## config.mk

```make
export PLATFORM = sky130hd
export DESIGN_NAME = clock_tick_counter
export DESIGN_NICKNAME = d
export VERILOG_FILES = /design/src/rtl/clock_pkg.sv /design/src/rtl/tick_edge_detect.sv /design/src/rtl/clock_tick_counter.sv
export SDC_FILE = /design/constraint.sdc
export NUM_CORES = 1
export LEC_CHECK = 0
export CAP_MARGIN = 20
export CORE_MARGIN = 4
export CORE_UTILIZATION = 33
export CTS_BUF_LIST = sky130_fd_sc_hd__clkbuf_4 sky130_fd_sc_hd__clkbuf_8
export CTS_CLUSTER_SIZE = 14
export DETAILED_ROUTE_END_ITERATION = 6
export PLACE_DENSITY = 0.67
export SYNTH_ARGS = -nofsm -noshare
export SYNTH_HDL_FRONTEND = slang
export SYNTH_SLANG_ARGS = --single-unit
```

## constraint.sdc

```tcl
create_clock -name clk_in -period 4.88 [get_ports clk_in]
set_input_delay 0.732 -clock clk_in [delete_from_list [all_inputs] [get_ports clk_in]]
set_output_delay 0.732 -clock clk_in [all_outputs]
set_load 0.05 [all_outputs]
```

## src/rtl/clock_pkg.sv

```systemverilog
// Purpose: shared BCD limits, digit widths and load validation for the time-of-day counter.
// Latency: n/a (constants and a pure combinational function).
// Backpressure: n/a.
package clock_pkg;

    // Digit widths of the HH:MM:SS BCD fields.
    localparam int H_T_W = 2;
    localparam int H_U_W = 4;
    localparam int M_T_W = 3;
    localparam int M_U_W = 4;
    localparam int S_T_W = 3;
    localparam int S_U_W = 4;

    // BCD limit constants.
    localparam logic [S_T_W-1:0] SEC_T_MAX       = 3'd5;
    localparam logic [M_T_W-1:0] MIN_T_MAX       = 3'd5;
    localparam logic [H_T_W-1:0] HOUR_MAX_T      = 2'd2;
    localparam logic [H_U_W-1:0] HOUR_MAX_U_AT_2 = 4'd3;
    localparam logic [3:0]       BCD_NINE        = 4'd9;

    // True when the requested HH:MM is a legal 24-hour time.
    function automatic logic load_valid(
        input logic [H_T_W-1:0] h_t,
        input logic [H_U_W-1:0] h_u,
        input logic [M_T_W-1:0] m_t,
        input logic [M_U_W-1:0] m_u
    );
        logic ok;
        ok = (h_t <= HOUR_MAX_T) && (h_u <= BCD_NINE) &&
             (m_t <= MIN_T_MAX) && (m_u <= BCD_NINE);
        if ((h_t == HOUR_MAX_T) && (h_u > HOUR_MAX_U_AT_2)) begin
            ok = 1'b0;
        end
        return ok;
    endfunction

endpackage

```

## src/rtl/tick_edge_detect.sv

```systemverilog
// Purpose: detect both edges of tick_in; optional 2-flop synchronizer when CLOCK_TICK_SYNC_EN is defined.
// Latency: tick_edge is high the cycle after the sampling edge (+2 cycles with CLOCK_TICK_SYNC_EN).
// Backpressure: none; produces a one-cycle level per tick_in transition.
module tick_edge_detect (
    input  logic clk_in,
    input  logic res,
    input  logic tick_in,
    output logic tick_edge
);

    logic stage_in;
    logic sampled;
    logic prev;

`ifdef CLOCK_TICK_SYNC_EN
    logic sync_a;
    logic sync_b;

    // Two-flop synchronizer; reset preloads the current level so release makes no edge.
    always_ff @(posedge clk_in) begin
        if (res) begin
            sync_a <= tick_in;
            sync_b <= tick_in;
        end else begin
            sync_a <= tick_in;
            sync_b <= sync_a;
        end
    end

    assign stage_in = sync_b;
`else
    assign stage_in = tick_in;
`endif

    // Sample register and previous-value register forming the edge detector.
    always_ff @(posedge clk_in) begin
        if (res) begin
            sampled <= tick_in;
            prev    <= tick_in;
        end else begin
            sampled <= stage_in;
            prev    <= sampled;
        end
    end

    assign tick_edge = sampled ^ prev;

endmodule

```

## src/rtl/clock_tick_counter.sv

```systemverilog
// Purpose: turn tick_in transitions into tenths ticks and keep a BCD HH:MM:SS time with validated load.
// Latency: tick_in edge before clk edge N shows after edge N+1 (N+3 with CLOCK_TICK_SYNC_EN); load shows after its edge.
// Backpressure: none; edges arriving while ena is low are dropped, never queued.
module clock_tick_counter
    import clock_pkg::*;
#(
    parameter int TICKS_PER_SEC = 10,
    parameter int DECI_W        = 4
) (
    input  logic             clk_in,
    input  logic             res,
    input  logic             ena,
    input  logic             tick_in,
    input  logic             load,
    input  logic [H_T_W-1:0] load_h_t,
    input  logic [H_U_W-1:0] load_h_u,
    input  logic [M_T_W-1:0] load_m_t,
    input  logic [M_U_W-1:0] load_m_u,
    output logic [H_T_W-1:0] hours_t,
    output logic [H_U_W-1:0] hours_u,
    output logic [M_T_W-1:0] min_t,
    output logic [M_U_W-1:0] min_u,
    output logic [S_T_W-1:0] sec_t,
    output logic [S_U_W-1:0] sec_u,
    output logic             sec_pulse,
    output logic             load_err
);

    localparam logic [DECI_W-1:0] DECI_LAST = DECI_W'(TICKS_PER_SEC - 1);

    logic              tick_edge;
    logic              tick;
    logic              load_ok;
    logic [DECI_W-1:0] deci;

    logic              deci_wrap, su_wrap, st_wrap, mu_wrap, mt_wrap;
    logic              hour_last;

    logic [H_T_W-1:0]  nxt_hours_t;
    logic [H_U_W-1:0]  nxt_hours_u;
    logic [M_T_W-1:0]  nxt_min_t;
    logic [M_U_W-1:0]  nxt_min_u;
    logic [S_T_W-1:0]  nxt_sec_t;
    logic [S_U_W-1:0]  nxt_sec_u;
    logic [DECI_W-1:0] nxt_deci;
    logic              nxt_sec_pulse;
    logic              nxt_load_err;

    tick_edge_detect u_edge (
        .clk_in    (clk_in),
        .res       (res),
        .tick_in   (tick_in),
        .tick_edge (tick_edge)
    );

    assign tick    = tick_edge && ena;
    assign load_ok = load_valid(load_h_t, load_h_u, load_m_t, load_m_u);

    // Ripple carries across all digits so a full rollover settles in one cycle.
    assign deci_wrap = tick && (deci == DECI_LAST);
    assign su_wrap   = deci_wrap && (sec_u == BCD_NINE);
    assign st_wrap   = su_wrap && (sec_t == SEC_T_MAX);
    assign mu_wrap   = st_wrap && (min_u == BCD_NINE);
    assign mt_wrap   = mu_wrap && (min_t == MIN_T_MAX);
    assign hour_last = (hours_t == HOUR_MAX_T) && (hours_u == HOUR_MAX_U_AT_2);

    // Next-state: a valid load beats a tick; an invalid load flags an error but lets the tick through.
    always_comb begin
        nxt_hours_t   = hours_t;
        nxt_hours_u   = hours_u;
        nxt_min_t     = min_t;
        nxt_min_u     = min_u;
        nxt_sec_t     = sec_t;
        nxt_sec_u     = sec_u;
        nxt_deci      = deci;
        nxt_sec_pulse = 1'b0;
        nxt_load_err  = 1'b0;

        if (load && load_ok) begin
            nxt_hours_t = load_h_t;
            nxt_hours_u = load_h_u;
            nxt_min_t   = load_m_t;
            nxt_min_u   = load_m_u;
            nxt_sec_t   = '0;
            nxt_sec_u   = '0;
            nxt_deci    = '0;
        end else begin
            nxt_load_err = load;
            if (tick) begin
                nxt_deci = deci_wrap ? '0 : deci + 1'b1;
            end
            if (deci_wrap) begin
                nxt_sec_u     = su_wrap ? '0 : sec_u + 1'b1;
                nxt_sec_pulse = 1'b1;
            end
            if (su_wrap) begin
                nxt_sec_t = st_wrap ? '0 : sec_t + 1'b1;
            end
            if (st_wrap) begin
                nxt_min_u = mu_wrap ? '0 : min_u + 1'b1;
            end
            if (mu_wrap) begin
                nxt_min_t = mt_wrap ? '0 : min_t + 1'b1;
            end
            if (mt_wrap) begin
                if (hour_last) begin
                    nxt_hours_t = '0;
                    nxt_hours_u = '0;
                end else if (hours_u == BCD_NINE) begin
                    nxt_hours_t = hours_t + 1'b1;
                    nxt_hours_u = '0;
                end else begin
                    nxt_hours_u = hours_u + 1'b1;
                end
            end
        end
    end

    // Time registers and one-cycle status pulses; reset overrides load and tick.
    always_ff @(posedge clk_in) begin
        if (res) begin
            hours_t   <= '0;
            hours_u   <= '0;
            min_t     <= '0;
            min_u     <= '0;
            sec_t     <= '0;
            sec_u     <= '0;
            deci      <= '0;
            sec_pulse <= 1'b0;
            load_err  <= 1'b0;
        end else begin
            hours_t   <= nxt_hours_t;
            hours_u   <= nxt_hours_u;
            min_t     <= nxt_min_t;
            min_u     <= nxt_min_u;
            sec_t     <= nxt_sec_t;
            sec_u     <= nxt_sec_u;
            deci      <= nxt_deci;
            sec_pulse <= nxt_sec_pulse;
            load_err  <= nxt_load_err;
        end
    end

endmodule

```

==> reports/metrics.cfg, run 1 <==
[status]
status = finished clean

[logic_synthesis]
synth_top_area_cell = dfxtp_1
synthCells = 189
synth_seq_area_share_pct = 35.8
syn-num-nets = 217
netlist_area_mm2 = 0.00157
ys.flop_type = dfxtp_1
avgSynthCellArea_um2 = 8.29
synth_cell_types = 40
synth_edf_count = 0
async_flop_share_pct = 0
yosysTopAreaCellShare_pct = 35.8
ys_warn_count = 0
ys_ff_latch = 28
ys_top_cells_by_area = dfxtp_1 36%, ha_1 8.0%, a21oi_1 5.8%

[die]
die_w_um = 76.9
die_y_um = 76.9
rows = 24
start_util_pct = 35.0
ios = 40
core-area_mm2 = 0.00447
die-area_mm2 = 0.00591

[placement]
dpl.hpwl_um = 2690
globalplace.congestion = 0.817
port-buffer-count = 39
post-place-cells = 274

[detailed_routing]
wl_per_cell_um = 12.9
via_per_inst = 5.21
totalWireLength_um = 3590
first_pass_iters = 4
vias = 1449
drtAntennaViolNets = 0
drt_iter0_drc = 84
drc = 0

[power]
power_frac_seq_pct = 54.4
switchingPower_w = 0.000128
power.internal_w = 0.000330
cellLeakagePower_nw = 0.712
pwr-share-comb_pct = 18.5
swShare_pct = 27.9
p_total_w = 0.000457
ir_drop_mv = 0.226
clock_power_share_pct = 27.1
power_density_mw_per_mm2 = 224

[timing]
period_share_pct = 54.2
setup_tns_ns = 0
max_slew_margin_pct = 53.8
finalCriticalPeriod_ns = 2.65
hold_viol = 0
rsz0062_at_grt = false
drv_slew = 0
fmax_mhz = 378
fin_hold_ws_ns = 0.488
setup_viol = 0
skew_ns = 0.00429
worst_pin_slew_ns = 0.692

[cts]
cts-root-buf = clkbuf_8
cts_setup_buffers = 0
hold_buffers = 0
cts_buffer_depth = 2
cts-buffers-inserted = 3
worstSkewPairLatency_ns = 0.27
cts_tree = done
cts.repair.resized = 0
path_clk_slew_ns = 0.09
clkSinkCount = 28
htree_levels = 1

[critical_path]
cp-endpoint = sec_t[1]$_SDFFE_PP0N_
crit_cells = 6
cpLargestDelayFamily = compound AO/OA/AOI/OAI gates
r2r-end = hours_t[0]$_SDFFE_PP0P_
crit_arrival_ns = 2.80
regToRegSetupSlack_ns = 2.73
crit_required_ns = 5.04
r2r_cells = 7
critPathSlowestCell = a21o_1
critPathKind = in2reg
r2r-start = deci[0]$_SDFFE_PP0P_
crit_path_max_incr_delay_ns = 0.58
crit_buf_inv = 1
critPathLaunch = load_h_u[3]
setup.worst_path.start_class = input port
cp-end-kind = flip-flop
crit_path_max_fanout = 25
crit_chain = clkdlybuf4s50_1, o21ai_0, nand2b_1, a21o_1, nand2_1, a2111oi_0

[run]
drv_cap = 0

[final_layout]
synthToLayoutAreaGrowth_pct = 30.5
fin_util_pct = 45.7
diodes = 0
mostFrequentLayoutCell = clkdlybuf4s50_1
fin_cells = 278
final_cell_mix = 39 x clkdlybuf4s50_1, 28 x dfxtp_1, 22 x nand2_1, 18 x a21oi_1, 16 x o21ai_0
final_nets = 256
layout-drive-gt1-share_pct = 4.42

[grt]
grt_max_degree = 26
grt_antenna_before_repair = 0
grt_pass1_vias = 1314
gr-total-overflow = 0
grt.total_usage_pct = 12.4
grt_pass1_wl_um = 6170

[worst_hold_path]
hold_class = reg2reg

-- worst min-delay path, stage by stage (launching register included) --
cell and delay, ns:
dfxtp_1 0.34, nand2_1 0.06, a21oi_1 0.05
-- metrics by stage --
| stage | cell area [µm²] | setup slack [ns] |
|---|---|---|
| after CTS | 2040 | 2.03 |
| after detailed placement | 2000 | 1.74 |
| after global placement | 2000 | 1.81 |
| final | 2040 | 2.23 |
| after global routing | 2040 | 1.94 |
| after floorplan | 1570 | 2.79 |
-- area by class of cell --
cell class / count / area, µm²
flip-flops and latches: 28 / 561
inverters: 6 / 22.5
fillers: 436 / 2430
well taps: 52 / 65.1
multi-input cells: 149 / 960
clock buffers: 3 / 41.3
repair buffers: 40 / 395
-- registers in the layout (all words and copies together), names as in the netlist --
register and count:
u_edge.prev 1, sec_u 4, u_edge.sampled 1, min_t 3
hours_u 4, deci 4, sec_pulse 1, sec_t 3
hours_t 2, min_u 4, load_err 1
-- per-layer routing --
metal / part of all wire (%) / global-route usage [%]
met1: 49 / 16.5
met2: 44 / 19.6
met3: 6.0 / 3.75
met4: 0.86 / 3.08
met5: 0 / 0
-- power groups by stage --
stage	clock, W	combinational (W)	sequential [W]
floorplan	0	0.0000324	0.000272
global placement	0	0.0000846	0.000254
detailed placement	0	0.0000850	0.000254
CTS	0.000131	0.0000853	0.000249
global route	0.000138	0.0000925	0.000251
finish	0.000124	0.0000847	0.000249
-- worst min-delay path by stage --
stage | from | slack [ns] | end | cells past startpoint
after floorplan | deci[2]$_SDFFE_PP0P_ | 0.46 | deci[2]$_SDFFE_PP0P_ | 2
after global placement | deci[2]$_SDFFE_PP0P_ | 0.48 | deci[2]$_SDFFE_PP0P_ | 2
after detailed placement | deci[2]$_SDFFE_PP0P_ | 0.48 | deci[2]$_SDFFE_PP0P_ | 2
after CTS | deci[2]$_SDFFE_PP0P_ | 0.49 | deci[2]$_SDFFE_PP0P_ | 2
after global routing | deci[2]$_SDFFE_PP0P_ | 0.54 | deci[2]$_SDFFE_PP0P_ | 2
final | deci[2]$_SDFFE_PP0P_ | 0.49 | deci[2]$_SDFFE_PP0P_ | 2
-- cells by family after synthesis --
kind of cell,Yosys count,synth area share [%]
buffers and inverters,12,2.95
AO/OA/AOI/OAI,51,19.1
adder cells (fa/ha/maj),10,7.99
AND/OR/NAND/NOR,79,29.0
multiplexers,1,0.719
XOR/XNOR,8,4.47
flip-flops,28,35.8
-- cell usage after synthesis, drive strengths merged, types with 3 or more instances --
| master | number |
|---|---|
| nor3 | 6 |
| xnor2 | 5 |
| nand4b | 5 |
| inv | 6 |
| ha | 10 |
| o21ai | 16 |
| a31oi | 6 |
| nand2b | 5 |
| nor2 | 15 |
| dfxtp | 28 |
| nor2b | 4 |
| nand3 | 6 |
| nand2 | 22 |
| a21oi | 18 |
| clkbuf | 4 |
| xor2 | 3 |
No activity file was read; power rests on OpenSTA's default activity.
==> run 2, diff against run 1 <==
- PLACE_DENSITY: 0.67 -> 0.69
- clock period: 4.88 -> 2.2 ns (I/O delays scaled with it)
==> run 2 against run 1 <==
Critical path depth is 5 lower. Clock-buffer cell count stayed put. Design area is 3.1% higher. Sequential power is 120% higher. Die area stayed put. Core utilization is 1.4 points higher. Routed wire length is 6.8% higher. Sequential share of layout area is 0.81 points lower. Non-clock buffer count is 4 higher.
==> reports/metrics.cfg, run 2 (same netlist as run 1, synthesis figures left out) <==
[die]
die_y_um = 76.9
die-area_mm2 = 0.00591
rows = 24
ios = 40
die_w_um = 76.9
core-area_mm2 = 0.00447
start_util_pct = 35.0

[grt]
gr-total-overflow = 0
grt.total_usage_pct = 13.3
grt_max_degree = 19
grt_pass1_wl_um = 6600
grt_pass1_vias = 1476
grt_antenna_before_repair = 0

[timing]
period_share_pct = 89.7
setup_viol = 0
finalCriticalPeriod_ns = 1.97
worst_pin_slew_ns = 0.507
setup_ws_ns = 0.226
max_slew_margin_pct = 66.1
skew_ns = 0.00362
hold_viol = 0
drv_slew = 0
fmax_mhz = 507
fin_hold_ws_ns = 0.501
setup_tns_ns = 0
rsz0062_at_grt = false

[placement]
port-buffer-count = 39
dpl.hpwl_um = 2910
place_ws_ns = 0.0929
globalplace.congestion = 0.815

[critical_path]
setup.worst_path.start_class = flip-flop
cpLargestDelayFamily = buffers and inverters
crit_buf_inv = 1
critPathSlowestCell = clkdlybuf4s50_1
r2r-end = min_u[0]$_SDFFE_PP0P_
crit_required_ns = 1.87
r2r_cells = 6
r2r-start = deci[0]$_SDFFE_PP0P_
crit_arrival_ns = 1.64
regToRegSetupSlack_ns = 0.30
crit_path_max_fanout = 8
crit_path_max_incr_delay_ns = 0.87
crit_chain = clkdlybuf4s50_1
cp-end-kind = primary output
critPathKind = reg2out

[cts]
hold_buffers = 0
path_clk_slew_ns = 0.10
cts-root-buf = clkbuf_8
worstSkewPairLatency_ns = 0.28
cts.repair.resized = 0
clkSinkCount = 28
cts-buffers-inserted = 3
htree_levels = 1
cts_setup_buffers = 0
cts_tree = done
cts_buffer_depth = 2

[detailed_routing]
met3_length_um = 217
drc = 0
drt-met1-wl_um = 1790
totalWireLength_um = 3830
first_pass_iters = 4
drtAntennaViolNets = 0
vias = 1489
wl_per_cell_um = 13.5
wl_met2_um = 1810
drt_iter0_drc = 87
via_per_inst = 5.26
highest_layer = met4

[final_layout]
synthToLayoutAreaGrowth_pct = 34.5
mostFrequentLayoutCell = clkdlybuf4s50_1
final_nets = 260
final_cell_mix = 39 x clkdlybuf4s50_1, 28 x dfxtp_1, 22 x nand2_1, 18 x a21oi_1, 16 x o21ai_0
diodes = 0
multi_input_area_um2 = 960
layout-drive-gt1-share_pct = 6.49
regArea_um2 = 561
fill_cells = 427

[power]
p_total_w = 0.00115
cellLeakagePower_nw = 0.746
power_density_mw_per_mm2 = 546
ir_drop_mv = 0.372

[worst_hold_path]
hold_path_end = deci[2]$_SDFFE_PP0P_
hold_path.startpoint = deci[2]$_SDFFE_PP0P_
min_delay_path_depth = 2
hold_class = reg2reg

[status]
status = finished clean

[run]
drv_cap = 0

==> run 2: how the worst max path moves through the flow <==
| stage | from | end | slack [ns] | cells past startpoint |
|---|---|---|---|---|
| floorplan | sec_u[0]$_SDFFE_PP0N_ | min_u[0]$_SDFFE_PP0P_ | 0.11 | 6 |
| global placement | ena | min_u[1]$_SDFFE_PP0P_ | 0.14 | 6 |
| detailed placement | ena | hours_t[0]$_SDFFE_PP0P_ | 0.09 | 7 |
| CTS | hours_u[0]$_SDFFE_PP0P_ | hours_u[0] | 0.22 | 1 |
| global route | hours_u[2]$_SDFFE_PP0P_ | hours_u[2] | 0.16 | 1 |
| finish | hours_u[2]$_SDFFE_PP0P_ | hours_u[2] | 0.23 | 1 |
==> run 2: area by class of cell <==
class | count | share of cell area [%]
timing repair buffer | 44 | 20.3
clock buffer | 3 | 1.96
clock inverter | 1 | 1.43
multi-input combinational | 149 | 45.5
sequential | 28 | 26.6
inverter | 6 | 1.07
tap | 52 | 3.09
==> run 2: metrics by stage <==
step,utilization (%),instance area [µm²],std cells
2_1_floorplan,-,1570,189
3_3_place_gp,45.5,2040,279
3_5_place_dp,45.5,2040,279
4_1_cts,47.1,2110,283
5_1_grt,47.1,2110,283
6_report,47.1,2110,283
==> run 2: per-layer routing <==
layer | vias up | track usage [%]
met5 | - | 0
li1 | 763 | -
met2 | 32 | 23.0
met4 | 0 | 3.26
met3 | 2 | 3.63
met1 | 692 | 16.4
==> run 2: where the power goes <==
group	switching (W)	internal (W)	total, W
logic	0.000107	0.0000852	0.000192
clock network	0.000161	0.000244	0.000405
registers	0.0000268	0.000527	0.000553
total	0.000295	0.000855	0.00115
==> run 3, diff against run 2 <==
- CAP_MARGIN: 20 -> 0
- CORE_ASPECT_RATIO: unset -> 0.75
- CTS_CLUSTER_DIAMETER: unset -> 60
==> run 3 against run 2 <==
Via count down 1.5%. Sequential power about the same. Non-clock buffer count up 1. Global-route usage down 0.69 points. Sequential share of layout area up 0.21 points. Critical path type is now reg2reg.
==> reports/metrics.cfg, run 3 (same netlist as run 1, synthesis figures left out) <==
[status]
status = finished clean

[detailed_routing]
wl_per_cell_um = 12.6
first_pass_iters = 4
drc = 0
drt_iter0_drc = 48
via_per_inst = 5.09
totalWireLength_um = 3640
drtAntennaViolNets = 0
vias = 1466

[final_layout]
mostFrequentLayoutCell = clkdlybuf4s50_1
fin_cells = 288
synthToLayoutAreaGrowth_pct = 33.5
final_cell_mix = 39 x clkdlybuf4s50_1, 28 x dfxtp_1, 22 x nand2_1, 18 x a21oi_1, 16 x o21ai_0
final_nets = 261
layout-drive-gt1-share_pct = 6.49
diodes = 0

[power]
ir_drop_mv = 0.239
cellLeakagePower_nw = 0.735
power_density_mw_per_mm2 = 486

[placement]
dpl.hpwl_um = 2860
globalplace.congestion = 0.790
port-buffer-count = 39
post-place-cells = 285

[critical_path]
cp-end-kind = flip-flop
critPathKind = reg2reg
crit_required_ns = 2.40
crit_path_max_fanout = 6
crit_arrival_ns = 2.17
setup.worst_path.start_class = flip-flop

[die]
core-area_mm2 = 0.00452
rows = 21
die_y_um = 67.7
start_util_pct = 34.7
ios = 40
die-area_mm2 = 0.00592
die_w_um = 87.6

[cts]
cts.repair.resized = 0
path_clk_slew_ns = 0.09
cts-root-buf = clkbuf_8
cts_setup_buffers = 0
cts_buffer_depth = 2
htree_levels = 1
cts-buffers-inserted = 3
worstSkewPairLatency_ns = 0.27
cts_tree = done
clkSinkCount = 28
hold_buffers = 0

[timing]
drv_slew = 0
hold_viol = 0
max_slew_margin_pct = 66.3
setup_viol = 0
finalCriticalPeriod_ns = 1.97
skew_ns = 0.00118
rsz0062_at_grt = false
worst_pin_slew_ns = 0.504
period_share_pct = 89.6
setup_tns_ns = 0
fmax_mhz = 507

[grt]
grt_antenna_before_repair = 0
gr-total-overflow = 0
grt_pass1_wl_um = 5880
grt.total_usage_pct = 12.7
grt_max_degree = 15
grt_pass1_vias = 1283

[worst_hold_path]
hold_class = reg2reg

[run]
drv_cap = 0

-- run 3: area by class of cell --
| class | count | area (µm²) |
|---|---|---|
| timing repair buffer | 45 | 435 |
| multi-input combinational | 149 | 960 |
| clock buffer | 3 | 41.3 |
| inverter | 6 | 22.5 |
| tap | 57 | 71.3 |
| sequential | 28 | 561 |
| fill | 456 | 2430 |
-- run 3: worst paths after layout --
check             depth (start not counted)                       to  slack [ns]                   from
hold / removal                            2     deci[2]$_SDFFE_PP0P_        0.49   deci[2]$_SDFFE_PP0P_
setup / recovery                          6  hours_t[0]$_SDFFE_PP0P_        0.23  sec_t[0]$_SDFFE_PP0N_
setup reg to reg                          6  hours_t[0]$_SDFFE_PP0P_        0.23  sec_t[0]$_SDFFE_PP0N_
hold reg to reg                           2     deci[2]$_SDFFE_PP0P_        0.49   deci[2]$_SDFFE_PP0P_
-- run 3: critical path: stages (launching register included) --
cell and delay (ns):
dfxtp_1 0.42, ha_1 0.19, nand2_1 0.17, nor4_4 0.45, nand3_1 0.20, a211o_1 0.30
a31oi_1 0.17
-- run 3: stage by stage --
step / area [µm²] / hold WS (ns) / total power, W / worst slack [ns] / util (%)
finish: 2090 / 0.493 / 0.00102 / 0.230 / 46.3
global route: 2090 / 0.518 / 0.00107 / 0.110 / 46.3
CTS: 2090 / 0.500 / 0.00103 / 0.229 / 46.3
detailed placement: 2050 / 0.487 / 0.000756 / 0.0785 / 45.3
global placement: 2050 / 0.474 / 0.000754 / 0.169 / 45.3
floorplan: 1570 / 0.358 / 0.000676 / 0.108 / -
-- run 3: layer usage --
layer	share of wire (%)	up-vias	GRT usage, %
met5	0	-	0
met4	0.71	0	3.45
met1	51	660	17.3
met3	4.6	4	3.54
met2	44	30	19.5
li1	-	772	-
-- run 3: power by group --
group / switching (W) / internal (W) / total (W)
clock network: 0.000149 / 0.000123 / 0.000272
logic: 0.000105 / 0.0000859 / 0.000191
registers: 0.0000257 / 0.000526 / 0.000552
